$ cat src/rtl/pe_pkg.sv
// ---------------------------------------------------------------------------
// pe_pkg
// Types and constants shared between the PE and the blocks that feed it.
//   df_t          : dataflow selector (OS = output-stationary,
//                   WS = weight-stationary)
//   feed_state_t  : pe_feeder state encoding
//   SHIFT_W, ID_W : widths of the rounding-shift and tile-tag fields
// ---------------------------------------------------------------------------
package pe_pkg;

    localparam int SHIFT_W = 5;
    localparam int ID_W    = 3;

    typedef enum logic {
        OS = 1'b0,
        WS = 1'b1
    } df_t;

    typedef enum logic {
        IDLE   = 1'b0,
        STREAM = 1'b1
    } feed_state_t;

endpackage

$ cat src/rtl/pe_feeder.sv
// ---------------------------------------------------------------------------
// pe_feeder
// Turns a tile command plus a valid/ready stream of per-row operands into the
// PE's free-running input stream. It toggles propagate once per tile, so the
// PE sees a flip on the first beat of every tile.
//
// Ports
//   clock, reset                 : single clock; synchronous active-high reset
//   cmd_valid / cmd_ready        : tile command handshake
//   cmd_dataflow, cmd_shift,
//   cmd_id, cmd_rows             : tile command fields (rows legal 1..max)
//   data_valid / data_ready      : operand beat handshake
//   data_a, data_b, data_d       : operands for one beat
//   pe_a, pe_b, pe_d             : registered operands to the PE
//   pe_control_dataflow,
//   pe_control_propagate,
//   pe_control_shift, pe_id      : registered control to the PE
//   pe_last                      : final beat of the tile
//   pe_valid                     : beat strobe
//   busy                         : a tile is in progress
//   bad_cmd                      : sticky; a zero-row command was received
// ---------------------------------------------------------------------------
module pe_feeder
    import pe_pkg::*;
#(
    parameter int INPUT_W  = 8,
    parameter int OUTPUT_W = 20,
    parameter int ROWS_W   = 4
) (
    input  logic                clock,
    input  logic                reset,

    input  logic                cmd_valid,
    output logic                cmd_ready,
    input  logic                cmd_dataflow,
    input  logic [SHIFT_W-1:0]  cmd_shift,
    input  logic [ID_W-1:0]     cmd_id,
    input  logic [ROWS_W-1:0]   cmd_rows,

    input  logic                data_valid,
    output logic                data_ready,
    input  logic [INPUT_W-1:0]  data_a,
    input  logic [OUTPUT_W-1:0] data_b,
    input  logic [OUTPUT_W-1:0] data_d,

    output logic [INPUT_W-1:0]  pe_a,
    output logic [OUTPUT_W-1:0] pe_b,
    output logic [OUTPUT_W-1:0] pe_d,
    output logic                pe_control_dataflow,
    output logic                pe_control_propagate,
    output logic [SHIFT_W-1:0]  pe_control_shift,
    output logic [ID_W-1:0]     pe_id,
    output logic                pe_last,
    output logic                pe_valid,

    output logic                busy,
    output logic                bad_cmd
);

    feed_state_t         state_reg;
    logic                prop_reg;
    logic [ROWS_W-1:0]   cnt_reg;
    logic [ROWS_W-1:0]   rows_reg;
    df_t                 df_reg;
    logic [SHIFT_W-1:0]  shift_reg;
    logic [ID_W-1:0]     id_reg;

    logic [ROWS_W-1:0]   rows_m1;
    logic                last_beat;
    logic                data_fire;
    logic                cmd_fire;
    logic                cmd_accept;

    assign rows_m1   = rows_reg - ROWS_W'(1);
    assign last_beat = (cnt_reg == rows_m1);

    // A new command is only taken mid-stream together with the tile's last
    // beat, which lets consecutive tiles run without an idle cycle.
    assign cmd_ready  = (state_reg == IDLE) ? 1'b1 : (data_valid && last_beat);
    assign data_ready = (state_reg == STREAM);
    assign busy       = (state_reg == STREAM);

    assign data_fire  = data_valid && data_ready;
    assign cmd_fire   = cmd_valid && cmd_ready;
    assign cmd_accept = cmd_fire && (cmd_rows != '0);

    always_ff @(posedge clock) begin
        if (reset) begin
            state_reg            <= IDLE;
            prop_reg             <= 1'b0;
            cnt_reg              <= '0;
            rows_reg             <= '0;
            df_reg               <= OS;
            shift_reg            <= '0;
            id_reg               <= '0;
            pe_a                 <= '0;
            pe_b                 <= '0;
            pe_d                 <= '0;
            pe_control_dataflow  <= 1'b0;
            pe_control_propagate <= 1'b0;
            pe_control_shift     <= '0;
            pe_id                <= '0;
            pe_last              <= 1'b0;
            pe_valid             <= 1'b0;
            bad_cmd              <= 1'b0;
        end else begin
            // Strobes drop on bubbles; operands and control hold their last
            // values to avoid needless toggling into the PE.
            pe_valid <= 1'b0;
            pe_last  <= 1'b0;

            if (data_fire) begin
                pe_a                 <= data_a;
                pe_b                 <= data_b;
                pe_d                 <= data_d;
                pe_control_dataflow  <= df_reg;
                pe_control_propagate <= prop_reg;
                pe_control_shift     <= shift_reg;
                pe_id                <= id_reg;
                pe_last              <= last_beat;
                pe_valid             <= 1'b1;
                cnt_reg              <= cnt_reg + ROWS_W'(1);
                if (last_beat) begin
                    state_reg <= IDLE;
                end
            end

            if (cmd_fire && (cmd_rows == '0)) begin
                bad_cmd <= 1'b1;
            end

            // Placed after the beat logic so an accept coinciding with the
            // last beat overrides the return to IDLE and the counter update.
            // The outgoing beat above still uses the old latched fields.
            if (cmd_accept) begin
                df_reg    <= df_t'(cmd_dataflow);
                shift_reg <= cmd_shift;
                id_reg    <= cmd_id;
                rows_reg  <= cmd_rows;
                prop_reg  <= ~prop_reg;
                cnt_reg   <= '0;
                state_reg <= STREAM;
            end
        end
    end

endmodule
$ cat config.mk
export PLATFORM = sky130hd
export DESIGN_NAME = pe_feeder
export DESIGN_NICKNAME = d
export VERILOG_FILES = /design/src/rtl/pe_pkg.sv /design/src/rtl/pe_feeder.sv
export SDC_FILE = /design/constraint.sdc
export NUM_CORES = 1
export LEC_CHECK = 0
export CAP_MARGIN = 15
export CORE_ASPECT_RATIO = 1.75
export CORE_MARGIN = 10
export CORE_UTILIZATION = 45
export DETAILED_ROUTE_END_ITERATION = 16
export PLACE_DENSITY_LB_ADDON = 0.3
export SYNTH_ARGS = -nofsm -noshare
export SYNTH_HDL_FRONTEND = slang
export SYNTH_SLANG_ARGS = --single-unit
export TNS_END_PERCENT = 1
$ cat constraint.sdc
create_clock -name clock -period 5 [get_ports clock]
set_clock_uncertainty 0.15 [all_clocks]
set_input_delay 1 -clock clock [delete_from_list [all_inputs] [get_ports clock]]
set_output_delay 1 -clock clock [all_outputs]
set_load 0.01 [all_outputs]
==> flow_metrics.env, run 1 <==
export IMPL_outcome="complete, no violations"
export IMPL_hold_path_class="flop to flop"
export IMPL_critPathLaunch="data_valid"
export IMPL_max_freq_mhz=261
export IMPL_drtIter0Drc=130
export IMPL_post_route_min_period_ns=3.83
export IMPL_grt_max_degree=63
export IMPL_dieArea_sq_um=10500
export IMPL_yosys_top_cells_area="dfxtp_1, nand2_1, a21oi_1, nand2b_1, mux2i_1"
export IMPL_vdd_ir_drop_worst_v=0.000294
export IMPL_route_detailed_drc=0
export IMPL_switching_share=0.210
export IMPL_crit_path_max_fanout=6
export IMPL_viasPerCell=4.80
export IMPL_antenna_found_initial=0
export IMPL_ys_async_sr_fraction=0
export IMPL_stdcell_area_sq_um=4650
export IMPL_cts_tree="built"
export IMPL_start_util=0.461
export IMPL_max_cap_violations=0
export IMPL_p_switching_mw=0.342
export IMPL_firstDrtPassIters=4
export IMPL_dpl_cell_count=542
export IMPL_clock_power_share=0.466
export IMPL_row_count=39
export IMPL_synth_nets=422
export IMPL_num_vias=2681
export IMPL_cts_sink_count=80
export IMPL_ctsResizeCount=0
export IMPL_tns_ns=0
export IMPL_syn_area_sq_um=3010
export IMPL_synthFlopType="dfxtp_1"
export IMPL_fin_crit_sh=0.766
export IMPL_yosysTopAreaCellShare=0.531
export IMPL_cp_end_kind="output port"
export IMPL_die_y_um=128
export IMPL_synthCells=355
export IMPL_p_int_mw=1.29
export IMPL_crit_type="primary input to output port"
export IMPL_final_setup_viol_count=0
export IMPL_post_layout_nonfiller_instances=558
export IMPL_grt_pass1_vias=2691
export IMPL_finalMaxSlewViolations=0
export IMPL_synth_top_cell_by_area="dfxtp_1"
export IMPL_p_comb_frac=0.116
export IMPL_io_pins=129
export IMPL_r2r_start="rows_reg[0]"
export IMPL_worstMarginPinSlew_ns=1.08
export IMPL_hp_start="id_reg[1]"
export IMPL_fin_nets=538
export IMPL_dpl_instance_area_sq_um=4290
export IMPL_globalplace_congestion=0.779
export IMPL_dp_hpwl_mm=5.89
export IMPL_largestRegisters="pe_b x20, pe_d x20, pe_a x8"
export IMPL_slew_headroom=0.277
export IMPL_die_width_um=81.9
export IMPL_grt_pass1_wl_mm=13.3
export IMPL_wirelength_mm=8.31
export IMPL_seqPwrFrac=0.418
export IMPL_insertedDiodeCount=0
export IMPL_synthTopCellsByCount="nand2_1, dfxtp_1, a21oi_1, clkbuf_1, nand2b_1"
export IMPL_route_detailed_wl_per_inst_um=14.9
export IMPL_io_buffer_count=128
export IMPL_synth_edff_count=0
export IMPL_rsz0062_at_grt="false"
export IMPL_cts_setup_buffers=0
export IMPL_core_area_sq_um=6540
export IMPL_area_growth_pct=54.2
export IMPL_synth_seq_cells=80
export IMPL_finalHoldViolCount=0
export IMPL_clock_root_buffer="clkbuf_16"
export IMPL_crit_required_ns=3.85
export IMPL_yosys_cell_count_top_type="nand2_1"
export IMPL_ys_warn_count=0
export IMPL_cts_made_buffers=9
export IMPL_drt_antenna_violating_nets=0
export IMPL_ctsHtreeMaxLevel=3
export IMPL_synth_distinct_cells=30
export IMPL_insertion_delay_ns=0.33
export IMPL_synth_avg_cell_area_sq_um=8.49
export IMPL_synth_seq_area_share=0.531
export IMPL_critPathLaunchType="primary input"
export IMPL_p_per_area_nw_per_um2=350
export IMPL_grt_overflow=0
export IMPL_track_usage=0.160
export IMPL_p_leak_nw=1.68
export IMPL_arrival_ns=2.68
export IMPL_postCtsHoldBufs=0
export IMPL_cts_path_max_buffers=2
export IMPL_path_clk_slew_ns=0.06
export IMPL_drive_gt1_frac=0.0546
==> path summary, 6_finish.rpt <==
check | endpoint | slack [ns] | cells after the start
max reg2reg | prop_reg | 2.16 | 8
min reg2reg | pe_id[1] | 0.30 | 2
max | cmd_ready | 1.17 | 4
min | pe_id[1] | 0.30 | 2
==> cell families (layout without fill, tap and decap cells) <==
family / after synthesis / in the layout / share of synthesized area
AND/OR/NAND/NOR: 158 / 158 / 0.230
flip-flops: 80 / 80 / 0.531
AO/OA/AOI/OAI: 65 / 65 / 0.120
buffers and inverters: 30 / 151 / 0.0481
multiplexers: 11 / 11 / 0.0369
XOR/XNOR: 9 / 9 / 0.0262
adder cells (fa/ha/maj): 2 / 2 / 0.00830
==> stage by stage <==
| step | power [mW] | utilization | hold slack (ns) | setup slack (ns) |
|---|---|---|---|---|
| floorplan | 0.781 | - | 0.277 | 2.33 |
| global placement | 0.880 | 0.656 | 0.289 | 1.19 |
| detailed placement | 0.885 | 0.656 | 0.294 | 1.17 |
| CTS | 1.65 | 0.711 | 0.304 | 1.17 |
| global route | 1.69 | 0.711 | 0.320 | 1.09 |
| finish | 1.63 | 0.711 | 0.301 | 1.17 |
==> routing by layer <==
| layer | share of wire | vias to the layer above | track usage |
|---|---|---|---|
| met3 | 0.086 | 13 | 0.0674 |
| met5 | 0 | - | 0 |
| met1 | 0.39 | 1207 | 0.168 |
| met4 | 0.021 | 0 | 0.0684 |
| met2 | 0.51 | 84 | 0.268 |
| li1 | - | 1377 | - |
==> critical path, cell delays in order <==
cell,delay (ns)
clkdlybuf4s50_1,0.51
inv_1,0.08
o41ai_4,0.47
clkdlybuf4s50_1,0.63
==> cell usage in the layout, fill, tap and decap left out <==
cell               n
nor3_1             4
o21ai_0            1
clkinv_2           1
buf_2              1
mux2_2             1
nand2_2            1
dfxtp_1           80
clkinvlp_4         1
nand4b_1           2
nor4b_1            1
clkdlybuf4s50_1  127
nand4_1            1
o32ai_1            2
xnor2_1            5
a21oi_1           59
ha_1               2
or4_1              1
nand2_1          120
nor2_1             2
nor2b_1            1
o41ai_4            1
buf_4              3
nor3_2             1
clkbuf_16          9
mux2i_1           10
o31ai_1            2
xor2_1             4
bufinv_16          3
or2b_1             3
nor2b_2            1
inv_1              4
and2_2             1
clkbuf_8           2
nand2b_1          19
==> layout make-up <==
type                    count  area [sq um]
clock buffers              11           253
fillers                   528          1890
multi-input cells         245          1270
repair buffers            131          1300
clock inverters             5           103
well taps                  82           103
flip-flops and latches     80          1600
inverters                   4          15.0
==> power groups by stage <==
stage	registers, mW	clock network [mW]	logic (mW)
floorplan	0.701	0	0.0797
global route	0.683	0.798	0.207
CTS	0.680	0.773	0.193
global placement	0.692	0	0.188
finish	0.680	0.758	0.189
detailed placement	0.694	0	0.191
Note: power is estimated with default switching activity, not from simulation.
==> run 2, diff against run 1 <==
Settings changed: CORE_UTILIZATION 45 to 42.
Clock period 5 ns to 3.85 ns, I/O delays scaled along.
==> flow_metrics.env, run 2 (synthesized netlist as in run 1, its figures left out) <==
export IMPL_fin_crit_sh=0.875
export IMPL_route_detailed_drc=0
export IMPL_dieArea_sq_um=11100
export IMPL_p_per_area_nw_per_um2=411
export IMPL_post_route_min_period_ns=3.37
export IMPL_track_usage=0.149
export IMPL_clock_root_buffer="clkbuf_16"
export IMPL_grt_pass1_vias=2752
export IMPL_crit_type="primary input to output port"
export IMPL_slew_headroom=0.471
export IMPL_cts_tree="built"
export IMPL_cts_path_max_buffers=2
export IMPL_max_freq_mhz=297
export IMPL_vdd_ir_drop_worst_v=0.000312
export IMPL_io_buffer_count=128
export IMPL_area_growth_pct=51.9
export IMPL_cts_made_buffers=9
export IMPL_firstDrtPassIters=4
export IMPL_drtIter0Drc=162
export IMPL_ctsHtreeMaxLevel=3
export IMPL_die_width_um=84.0
export IMPL_p_leak_nw=1.64
export IMPL_grt_overflow=0
export IMPL_grt_pass1_wl_mm=13.6
export IMPL_max_cap_violations=0
export IMPL_hold_path_class="flop to flop"
export IMPL_path_clk_slew_ns=0.05
export IMPL_antenna_found_initial=0
export IMPL_crit_required_ns=2.93
export IMPL_cts_setup_buffers=0
export IMPL_cts_sink_count=80
export IMPL_layout_common_cells="clkdlybuf4s50_1, nand2_1, dfxtp_1, a21oi_1, nand2b_1"
export IMPL_tns_ns=0
export IMPL_finalMaxSlewViolations=0
export IMPL_start_util=0.436
export IMPL_fin_util=0.663
export IMPL_io_pins=129
export IMPL_rsz0062_at_grt="false"
export IMPL_largestRegisters="pe_b x20, pe_d x20, pe_a x8"
export IMPL_route_detailed_wl_per_inst_um=14.8
export IMPL_insertion_delay_ns=0.33
export IMPL_worstMarginPinSlew_ns=0.793
export IMPL_row_count=40
export IMPL_drt_antenna_violating_nets=0
export IMPL_wirelength_mm=8.31
export IMPL_postLayoutSetupSlackWorst_ns=0.482
export IMPL_die_y_um=132
export IMPL_drive_gt1_frac=0.0480
export IMPL_postCtsHoldBufs=0
export IMPL_globalplace_congestion=0.783
export IMPL_final_setup_viol_count=0
export IMPL_viasPerCell=4.87
export IMPL_dp_hpwl_mm=6.26
export IMPL_ctsResizeCount=0
export IMPL_cp_end_kind="output port"
export IMPL_core_area_sq_um=6910
export IMPL_finalHoldViolCount=0
export IMPL_arrival_ns=2.45
export IMPL_grt_max_degree=55
export IMPL_num_vias=2741
export IMPL_fin_nets=541
export IMPL_crit_path_max_fanout=6
export IMPL_insertedDiodeCount=0
export IMPL_place_ws_ns=0.477
export IMPL_outcome="complete, no violations"
export IMPL_final_common_cell="clkdlybuf4s50_1"
export IMPL_critPathLaunchType="primary input"
-- run 2: cell types whose count changed in the layout (fill, tap and decap cells not counted), sizes merged --
cell      delta
buf          +3
bufinv       -3
clkbuf       +5
clkinv       -1
clkinvlp     -1
-- run 2: worst max-delay path, stage by stage --
cell             delay (ns)
clkdlybuf4s50_1        0.51
inv_1                  0.08
o41ai_4                0.46
clkdlybuf4s50_1        0.63
-- run 2: worst paths after layout --
check	start	to	slack [ns]	cells past startpoint
worst max register to register	rows_reg[0]	shift_reg[0]	1.17	8
worst max-delay path	data_valid	cmd_ready	0.48	4
worst min-delay path	pe_d[6]	pe_d[6]	0.30	2
worst min register to register	pe_d[6]	pe_d[6]	0.30	2
-- run 2: per-layer routing --
layer	GRT usage	share of wire	routed length [um]	vias up
li1	-	-	-	1384
met5	0	0	0	-
met1	0.155	0.40	3300	1271
met2	0.256	0.52	4330	73
met4	0.0645	0.021	176	0
met3	0.0569	0.060	501	13
-- run 2: layout make-up --
cell class                 count  area [sq um]
tap                           84           105
sequential                    80          1600
fill                         600          2330
multi-input combinational    245          1270
timing repair buffer         134          1320
clock buffer                  16           262
inverter                       4          15.0
-- run 2: through the flow --
step | hold slack [ns] | cell area (sq um) | instances | power, mW
floorplan | 0.277 | 3010 | 355 | 1.01
global placement | 0.289 | 4320 | 547 | 1.14
detailed placement | 0.294 | 4320 | 547 | 1.15
CTS | 0.304 | 4580 | 563 | 1.91
global route | 0.317 | 4580 | 563 | 1.96
finish | 0.299 | 4580 | 563 | 1.88
-- run 2: power by group --
group	internal, mW	switching (mW)	total (mW)
Clock	0.456	0.296	0.752
Combinational	0.141	0.107	0.247
Sequential	0.864	0.0195	0.883
Total	1.46	0.422	1.88
